==> config.mk <==
export PLATFORM = sky130hd
export DESIGN_NAME = axis_fraction_divider_sx
export DESIGN_NICKNAME = d
export VERILOG_FILES = /design/src/rtl/axis_fraction_divider_sx.sv
export SDC_FILE = /design/constraint.sdc
export NUM_CORES = 2
export LEC_CHECK = 0
export CORE_AREA = 8 8 380 382
export DETAILED_ROUTE_END_ITERATION = 8
export DIE_AREA = 0 0 388 390
export HOLD_SLACK_MARGIN = 0.1
export PLACE_DENSITY_LB_ADDON = 0.3
export SYNTH_ARGS = -nofsm -noshare
export SYNTH_HDL_FRONTEND = slang
export SYNTH_SLANG_ARGS = --single-unit
==> constraint.sdc <==
create_clock -name aclk -period 8.52 [get_ports aclk]
set_input_delay 1.278 -clock aclk [delete_from_list [all_inputs] [get_ports aclk]]
set_output_delay 1.278 -clock aclk [all_outputs]
set_load 0.02 [all_outputs]
==> src/rtl/axis_fraction_divider_sx.sv <==
// Pipelined restoring fixed-point divider: q = (dividend << F) / divisor, one result per clock.
// Signed/unsigned operands, remainder, saturation, overflow/div-by-zero flags and AXIS backpressure.
module axis_fraction_divider_sx #(
  parameter int DIVISOR_WIDTH    = 16,
  parameter int DIVIDEND_WIDTH   = 16,
  parameter int FRACTIONAL_WIDTH = 8,
  parameter int SIGNED           = 1,
  parameter int REMAINDER_OUT    = 1,
  parameter int USER_WIDTH       = 0,
  parameter int COMB_FF_INTERVAL = 2,
  localparam int DW  = DIVISOR_WIDTH,
  localparam int VW  = DIVIDEND_WIDTH,
  localparam int F   = FRACTIONAL_WIDTH,
  localparam int N   = VW + F,
  localparam int K   = COMB_FF_INTERVAL,
  localparam int NR  = N / K,
  localparam int NRA = (NR > 0) ? NR : 1,
  localparam int DWA = ((DW + 7) / 8) * 8,
  localparam int VWA = ((VW + 7) / 8) * 8,
  localparam int QA  = ((N + 7) / 8) * 8,
  localparam int TDW = QA + ((REMAINDER_OUT != 0) ? DWA : 0),
  localparam int UW  = (USER_WIDTH > 0) ? USER_WIDTH : 1,
  localparam int TUW = 2 + USER_WIDTH
) (
  input  logic           aclk,
  input  logic           aresetn,
  input  logic           aclken,
  input  logic           s_axis_divisor_tvalid,
  output logic           s_axis_divisor_tready,
  input  logic [DWA-1:0] s_axis_divisor_tdata,
  input  logic           s_axis_dividend_tvalid,
  output logic           s_axis_dividend_tready,
  input  logic [VWA-1:0] s_axis_dividend_tdata,
  input  logic [UW-1:0]  s_axis_dividend_tuser,
  input  logic           s_axis_dividend_tlast,
  output logic           m_axis_dout_tvalid,
  input  logic           m_axis_dout_tready,
  output logic [TDW-1:0] m_axis_dout_tdata,
  output logic [TUW-1:0] m_axis_dout_tuser,
  output logic           m_axis_dout_tlast
);

  typedef struct packed {
    logic          valid;
    logic          last;
    logic [UW-1:0] user;
    logic          sa;
    logic          sb;
    logic          bz;
    logic [DW-1:0] d;
    logic [DW-1:0] r;
    logic [N-1:0]  q;
    logic [N-1:0]  num;
  } stage_t;

  // One restoring step: shift the next numerator bit into the partial remainder.
  function automatic stage_t iterate(input stage_t s);
    stage_t     o;
    logic [DW:0] t;
    logic        qbit;
    o = s;
    t = {s.r, s.num[N-1]};
    if (t >= {1'b0, s.d}) begin
      t    = t - {1'b0, s.d};
      qbit = 1'b1;
    end else begin
      qbit = 1'b0;
    end
    o.r   = t[DW-1:0];
    o.q   = {s.q[N-2:0], qbit};
    o.num = {s.num[N-2:0], 1'b0};
    return o;
  endfunction

  function automatic logic [QA-1:0] ext_q(input logic [N-1:0] v);
    logic [QA-1:0] o;
    o        = {QA{(SIGNED != 0) && v[N-1]}};
    o[N-1:0] = v;
    return o;
  endfunction

  function automatic logic [DWA-1:0] ext_r(input logic [DW-1:0] v);
    logic [DWA-1:0] o;
    o         = {DWA{(SIGNED != 0) && v[DW-1]}};
    o[DW-1:0] = v;
    return o;
  endfunction

  logic           advance_s;
  logic           accept_s;
  logic [VW-1:0]  a_s;
  logic [DW-1:0]  b_s;
  stage_t         in_d_s;
  stage_t         in_r;
  stage_t         chain_s;
  stage_t         fin_s;
  stage_t         pipe_d_s [0:NRA-1];
  stage_t         pipe_r   [0:NRA-1];
  logic           neg_q_s;
  logic [N-1:0]   lim_s;
  logic [N-1:0]   q_s;
  logic [DW-1:0]  r_s;
  logic           ovf_s;
  logic           dz_s;
  logic [TDW-1:0] tdata_d_s;
  logic [TUW-1:0] tuser_d_s;

  assign advance_s              = aclken & ~(m_axis_dout_tvalid & ~m_axis_dout_tready);
  assign s_axis_divisor_tready  = advance_s & s_axis_dividend_tvalid;
  assign s_axis_dividend_tready = advance_s & s_axis_divisor_tvalid;
  assign accept_s               = advance_s & s_axis_divisor_tvalid & s_axis_dividend_tvalid;

  // Operand capture: magnitudes and signs of the joined pair.
  always_comb begin
    a_s           = s_axis_dividend_tdata[VW-1:0];
    b_s           = s_axis_divisor_tdata[DW-1:0];
    in_d_s        = '0;
    in_d_s.valid  = accept_s;
    in_d_s.last   = s_axis_dividend_tlast;
    in_d_s.user   = s_axis_dividend_tuser;
    in_d_s.sa     = (SIGNED != 0) && a_s[VW-1];
    in_d_s.sb     = (SIGNED != 0) && b_s[DW-1];
    in_d_s.bz     = (b_s == {DW{1'b0}});
    in_d_s.d      = in_d_s.sb ? ({DW{1'b0}} - b_s) : b_s;
    in_d_s.num    = {(in_d_s.sa ? ({VW{1'b0}} - a_s) : a_s), {F{1'b0}}};
  end

  // Iteration chain, cut by a register after every K-th step.
  always_comb begin
    for (int j = 0; j < NRA; j++) begin
      pipe_d_s[j] = '0;
    end
    chain_s = in_r;
    for (int i = 0; i < N; i++) begin
      if ((i > 0) && ((i % K) == 0)) begin
        chain_s = pipe_r[i / K - 1];
      end else begin
        chain_s = chain_s;
      end
      chain_s = iterate(chain_s);
      if (((i + 1) % K) == 0) begin
        pipe_d_s[(i + 1) / K - 1] = chain_s;
      end else begin
        pipe_d_s[0] = pipe_d_s[0];
      end
    end
    if ((N % K) == 0) begin
      fin_s = pipe_r[NRA-1];
    end else begin
      fin_s = chain_s;
    end
  end

  // Sign restoration, saturation and flag generation for the output register.
  always_comb begin
    neg_q_s = fin_s.sa ^ fin_s.sb;
    lim_s   = {1'b1, {(N-1){1'b0}}};
    ovf_s   = 1'b0;
    dz_s    = 1'b0;
    if (fin_s.bz) begin
      dz_s = 1'b1;
      r_s  = {DW{1'b0}};
      if (SIGNED != 0) begin
        q_s = fin_s.sa ? lim_s : ~lim_s;
      end else begin
        q_s = {N{1'b1}};
      end
    end else if ((SIGNED != 0) && (neg_q_s ? (fin_s.q > lim_s) : (fin_s.q >= lim_s))) begin
      ovf_s = 1'b1;
      q_s   = neg_q_s ? lim_s : ~lim_s;
      r_s   = {DW{1'b0}};
    end else begin
      q_s = neg_q_s ? ({N{1'b0}} - fin_s.q) : fin_s.q;
      r_s = fin_s.sa ? ({DW{1'b0}} - fin_s.r) : fin_s.r;
    end
    // Remainder sits above the quotient, so narrowing drops it when it is not wanted.
    tdata_d_s = TDW'({ext_r(r_s), ext_q(q_s)});
    tuser_d_s = TUW'({fin_s.user, ovf_s, dz_s});
  end

  // Pipeline registers: everything advances together or holds together.
  always_ff @(posedge aclk or negedge aresetn) begin
    if (!aresetn) begin
      in_r <= '0;
      for (int j = 0; j < NRA; j++) begin
        pipe_r[j] <= '0;
      end
      m_axis_dout_tvalid <= 1'b0;
      m_axis_dout_tdata  <= '0;
      m_axis_dout_tuser  <= '0;
      m_axis_dout_tlast  <= 1'b0;
    end else if (advance_s) begin
      in_r <= in_d_s;
      for (int j = 0; j < NRA; j++) begin
        pipe_r[j] <= pipe_d_s[j];
      end
      m_axis_dout_tvalid <= fin_s.valid;
      m_axis_dout_tdata  <= tdata_d_s;
      m_axis_dout_tuser  <= tuser_d_s;
      m_axis_dout_tlast  <= fin_s.last;
    end
  end

endmodule

After elaboration in Yosys (flattened, before gate mapping)
Index checks and enable logic that the tools add are counted.
Word-level totals
  input port bits: 40
  output and inout port bits: 46
  word-level logic and storage cells: 238
  bits in registers: 721
Operators by class
  $add $sub $neg: 28
  reduce and logical (&&, ||, !) cells: 1
  bitwise gates (word level): 8
  magnitude comparators: 26
  mux-type cells: 62
Operator list (count)
  two-way mux 16 bit: 29
  greater-or-equal comparator 17 x 16 -> 1 bit: 23
  subtractor 16 bit: 23
  two-way mux 24 bit: 5
  subtractor 1 x 16 -> 16 bit, first input constant: 3
  two-way mux 1 bit: 28
  greater-or-equal comparator 24 bit, second input constant: 1
  greater-than comparator 24 bit, second input constant: 1
  subtractor 1 x 24 -> 24 bit, first input constant: 1
  greater-or-equal comparator 1 x 16 -> 1 bit: 1
  zero test 16 bit: 1
  subtractor 1 x 16 -> 16 bit: 1
  bitwise AND 1 bit: 5
  NOT 1 bit: 2
  bitwise XOR 1 bit: 1

Longest topological paths before layout
  depth in word-level cells: 6
  gate-level depth with buffers: 26
  depth with buffers taken out: 23

Worst setup path before layout
No wires, ideal clock.
  kind: flip-flop to flip-flop
  start point: register pipe_r, in the netlist pipe_d_s[500]
  end point: register pipe_r[478] in the netlist's numbering
  path buffers: 4
  data required time: 8.394 ns
  arrival time: 5.381 ns
  setup slack: 3.013 ns
  cell stages (with the launch flop): 24
  setup time: 0.126 ns
  period minus slack after synthesis: 5.507 ns
  cell sequence: dfrtp_1 inv_1 ha_1 a21o_1 a31o_2 a41oi_1 a31oi_1 o21ai_0 clkbuf_1 clkbuf_1 nand2_1 o21ai_0 ha_1 nor2b_1 o31a_1 o41a_1 a211o_1 a31o_2 a21o_1 and2_1 or2_1 buf_2 buf_2 a221o_1
On the way
  word-level cells in the longest chain between the ends: 4
  elaborated cells between the ends (all ways): 5
  classes of those cells: 1 x add/sub; 2 x order compare; 2 x mux
RTL lines
  from (decl): line 98  | stage_t pipe_r [0:NRA-1];
  from (signal, indexed assignment): line 195  | pipe_r[j] <= pipe_d_s[j];
  subtractor 16 bit / greater-or-equal comparator 17 x 16 -> 1 bit (equally long branches): line 64, 63
  two-way mux 16 bit: line 63  | if (t >= {1'b0, s.d}) begin
  greater-or-equal comparator 17 x 16 -> 1 bit *: line 63
  two-way mux 16 bit *: line 63
Mark *: on every way between the ends. The rest lies on a longest branch, timed or not.
A chain may end at the register's enable or synchronous reset.

Worst setup path in the final report
  start point: register pipe_r, in the netlist pipe_d_s[334]
  end point: register pipe_r[307] in the netlist's numbering
On the way
  word-level cells in the longest chain between the ends: 4
  elaborated cells between the ends (all ways): 6
  classes of those cells: 2 x add/sub; 2 x order compare; 2 x mux
RTL lines (line)
  greater-or-equal comparator 17 x 16 -> 1 bit / subtractor 16 bit (equally long branches): 63, 64
  two-way mux 16 bit: 63
  subtractor 16 bit / greater-or-equal comparator 17 x 16 -> 1 bit (equally long branches): 64, 63
  two-way mux 16 bit *: 63
Marked as above.

==> flow_summary_export.csv <==
group,metric,value,unit
status,status,"finished clean",
clocking,cts_made_buffers,82,
critical_path,max_stage_delay,0.86,ns
drt,ant_nets,0,
timing,fin_crit_sh,0.761,
placed_design,dp_hpwl,88500,µm
floorplan,start_util,0.347,
clocking,post-cts-setup-buffers,0,
hold_path,min_to,"pipe_d_s[296]",
critical_path,reg2reg_from,"pipe_d_s[334]",
synthesis,synthesis.nets,6228,
placed_design,port_buffers,84,
clocking,clock_sinks,721,
critical_path,rr_endpoint,"pipe_r[307]",
synthesis,netlist_instances,5799,
critical_path,required,9.03,ns
global_routing,overflow,0,
global_routing,first_global_vias,38515,
placed_design,place_congestion,0.871,
final_layout,finalNetCount,6204,
floorplan,ios,86,
flow_run,drv_cap,0,
final_layout,final_cells,7644,
clocking,clock-root-buffer,"clkbuf_16",
global_routing,grt_start_max_net_pins,185,
clocking,clk_path_buf_depth,3,
clocking,path_clk_slew,0.06,ns
global_routing,antenna_found_initial,1,
timing,slew_viol_final,0,
synthesis,synth_top_flop_cell,"dfrtp_1",
critical_path,crit_buf_inv,1,
critical_path,worstPathCellList,"inv_1 > ha_1 > and4_1 > and4_1 > a21oi_1 > o21ai_0 > a211oi_1 > and2_1 > mux2_2 > ha_1 > o21a_1 > o31a_1 > o311ai_0 > a211o_1 > a31oi_1 > o31ai_1 > o2111a_1 > mux2_2 > a21oi_1 > o21ai_0",
hold_path,hold_depth,2,
drt,wl_per_cell,15.9,µm
global_routing,grt.total_usage,0.157,
floorplan,die_h,390,µm
synthesis,synthSimpleGateAreaFrac,0.195,
final_layout,antenna_cells,0,
placed_design,place_inst,7498,
floorplan,die_w,388,µm
timing,setup_violations,0,
clocking,clk-insertion-delay-late,0.68,ns
synthesis,synth_most_common_cell,"nand2_1",
synthesis,synth.ff_latch_count,721,
clocking,ctsResizeCount,0,
global_routing,grt_pass1_wl,202000,µm
synthesis,synth_compound_area_frac,0.183,
drt,drt-initial-drc-count,2472,
floorplan,rows,137,
synthesis,synth_top_family_by_area,"simple AND/OR/NAND/NOR gates",
synthesis,syn_area_per_cell,8.28,µm²
critical_path,reg2reg_slack,2.04,ns
floorplan,coreArea,139000,µm²
synthesis,synth_common_cells,"nand2_1, dfrtp_1, o21ai_0",
synthesis,synthAdderAreaFrac,0.104,
critical_path,start_kind,"flop",
hold_path,hold_path_startpoint,"pipe_d_s[380]",
synthesis,yosysSeqAreaShare,0.376,
synthesis,netlist.top_cell.by_area,"dfrtp_1",
final_layout,final_layout_size_suffix_gt1_frac,0.0488,
timing,finalCriticalPeriod,6.48,ns
drt,drcViolationCount,0,
final_layout,fillers,14171,
synthesis,async_flop_share,1.00,
timing,worst_pin_slew,1.22,ns
timing,slew_headroom,0.178,
synthesis,synth_warnings,0,
final_layout,syn_to_final_growth,11.6,%
clocking,cts_hold_buf,0,
timing,skew,0.0327,ns
critical_path,critical_path_class,"flop to flop",
drt,drt_wl_total,121000,µm
critical_path,crit_fanout,25,
synthesis,synthMuxAreaShare,0.0412,
critical_path,critPathArrivalTime,7.00,ns
synthesis,synth_xor_area_frac,0.0576,
synthesis,synth_top_area_share,0.376,
floorplan,dieArea,151000,µm²
critical_path,cp-end-kind,"flop",
critical_path,crit_family,"compound AO/OA/AOI/OAI gates",
hold_path,hold_class,"flop to flop",
synthesis,synthTopCellsByArea,"dfrtp_1, nand2_1, ha_1",
drt,vias,39768,
clocking,tritoncts,"built",
synthesis,synth_edf_count,0,
synthesis,synth_area,48000,µm²
drt,vias_per_cell,5.20,
timing,clock.fmax,154,MHz
timing,rsz0062_at_grt,"no",
clocking,ctsHtreeMaxLevel,3,
synthesis,netlist-cell-type-count,84,
timing,hold_viol,0,
critical_path,crit_slowest_cell,"o2111a_1",
drt,dr.pass1.iters,5,
critical_path,worstRegToRegCells,20,
timing,setup_tns,0,ns
## per-layer routing
metal	vias to the layer above	share of wire	global-route usage	wire length, µm
li1	20024	-	-	-
met1	19020	0.49	0.223	59700
met2	566	0.45	0.255	55100
met3	158	0.033	0.0199	4020
met4	0	0.021	0.0337	2570
met5	-	0	0	0
## placed cells by master (no fill, tap or decap), types with 86 or more instances in the layout
cell     instances
nand3_1         98
nor2_1         300
a21oi_1        320
nor3_1          86
xor2_1         130
nand2_1       1392
dfrtp_1        721
a21o_1         111
inv_1          312
ha_1           370
mux2i_1        137
o21ai_0        587
xnor2_1        186
## final cells by class
type | instances | area [µm²] | area share
multi-input cells | 4537 | 27900 | 0.522
clock buffers | 108 | 2320 | 0.0433
repair buffers | 121 | 1210 | 0.0226
flip-flops and latches | 721 | 18000 | 0.337
well taps | 1807 | 2260 | 0.0422
clock inverters | 38 | 621 | 0.0116
inverters | 312 | 1170 | 0.0219
## state kept, by name, indices dropped and copies added, names as in the netlist
signal,count
pipe_r,190
m_axis_dout_tuser,2
pipe_d_s,362
fin_s,45
m_axis_dout_tlast,1
in_r,37
m_axis_dout_tvalid,1
chain_s,43
m_axis_dout_tdata,40
## how the worst max path moves through the flow
stage                  start     endpoint  slack (ns)  depth (start not counted)
6_report       pipe_d_s[334]  pipe_r[307]        2.04                         20
5_1_grt        pipe_d_s[332]  pipe_r[307]        1.40                         20
4_1_cts        pipe_d_s[332]  pipe_r[307]        2.03                         20
3_5_place_dp   pipe_d_s[324]  pipe_r[307]        2.09                         20
3_3_place_gp   pipe_d_s[324]  pipe_r[307]        2.12                         20
2_1_floorplan  pipe_d_s[500]  pipe_r[478]        3.01                         23
## kinds of logic after synthesis
kind of cell | Yosys count
multiplexers | 191
buffers and inverters | 541
XOR/XNOR | 316
flip-flops | 721
AND/OR/NAND/NOR | 2195
AO/OA/AOI/OAI | 1446
adder cells (fa/ha/maj) | 389
## metrics by stage
stage               setup slack (ns)  instance area, µm²  hold slack (ns)  utilization
floorplan                       3.01               48000            0.435            -
global placement                2.12               50600            0.447        0.366
detailed placement              2.09               50600            0.447        0.366
CTS                             2.03               53600            0.449        0.387
global route                    1.40               53600            0.472        0.387
finish                          2.04               53600            0.448        0.387
## tightest hold or removal path: cells and delay by family, from the launching register on
kind          cells  cell delay, ns
simple gates      2            0.10
flops             1            0.34
Power is left out: the tool's default activity adds up to more than one toggle a clock period on the data nets, which glitch-free logic cannot reach.
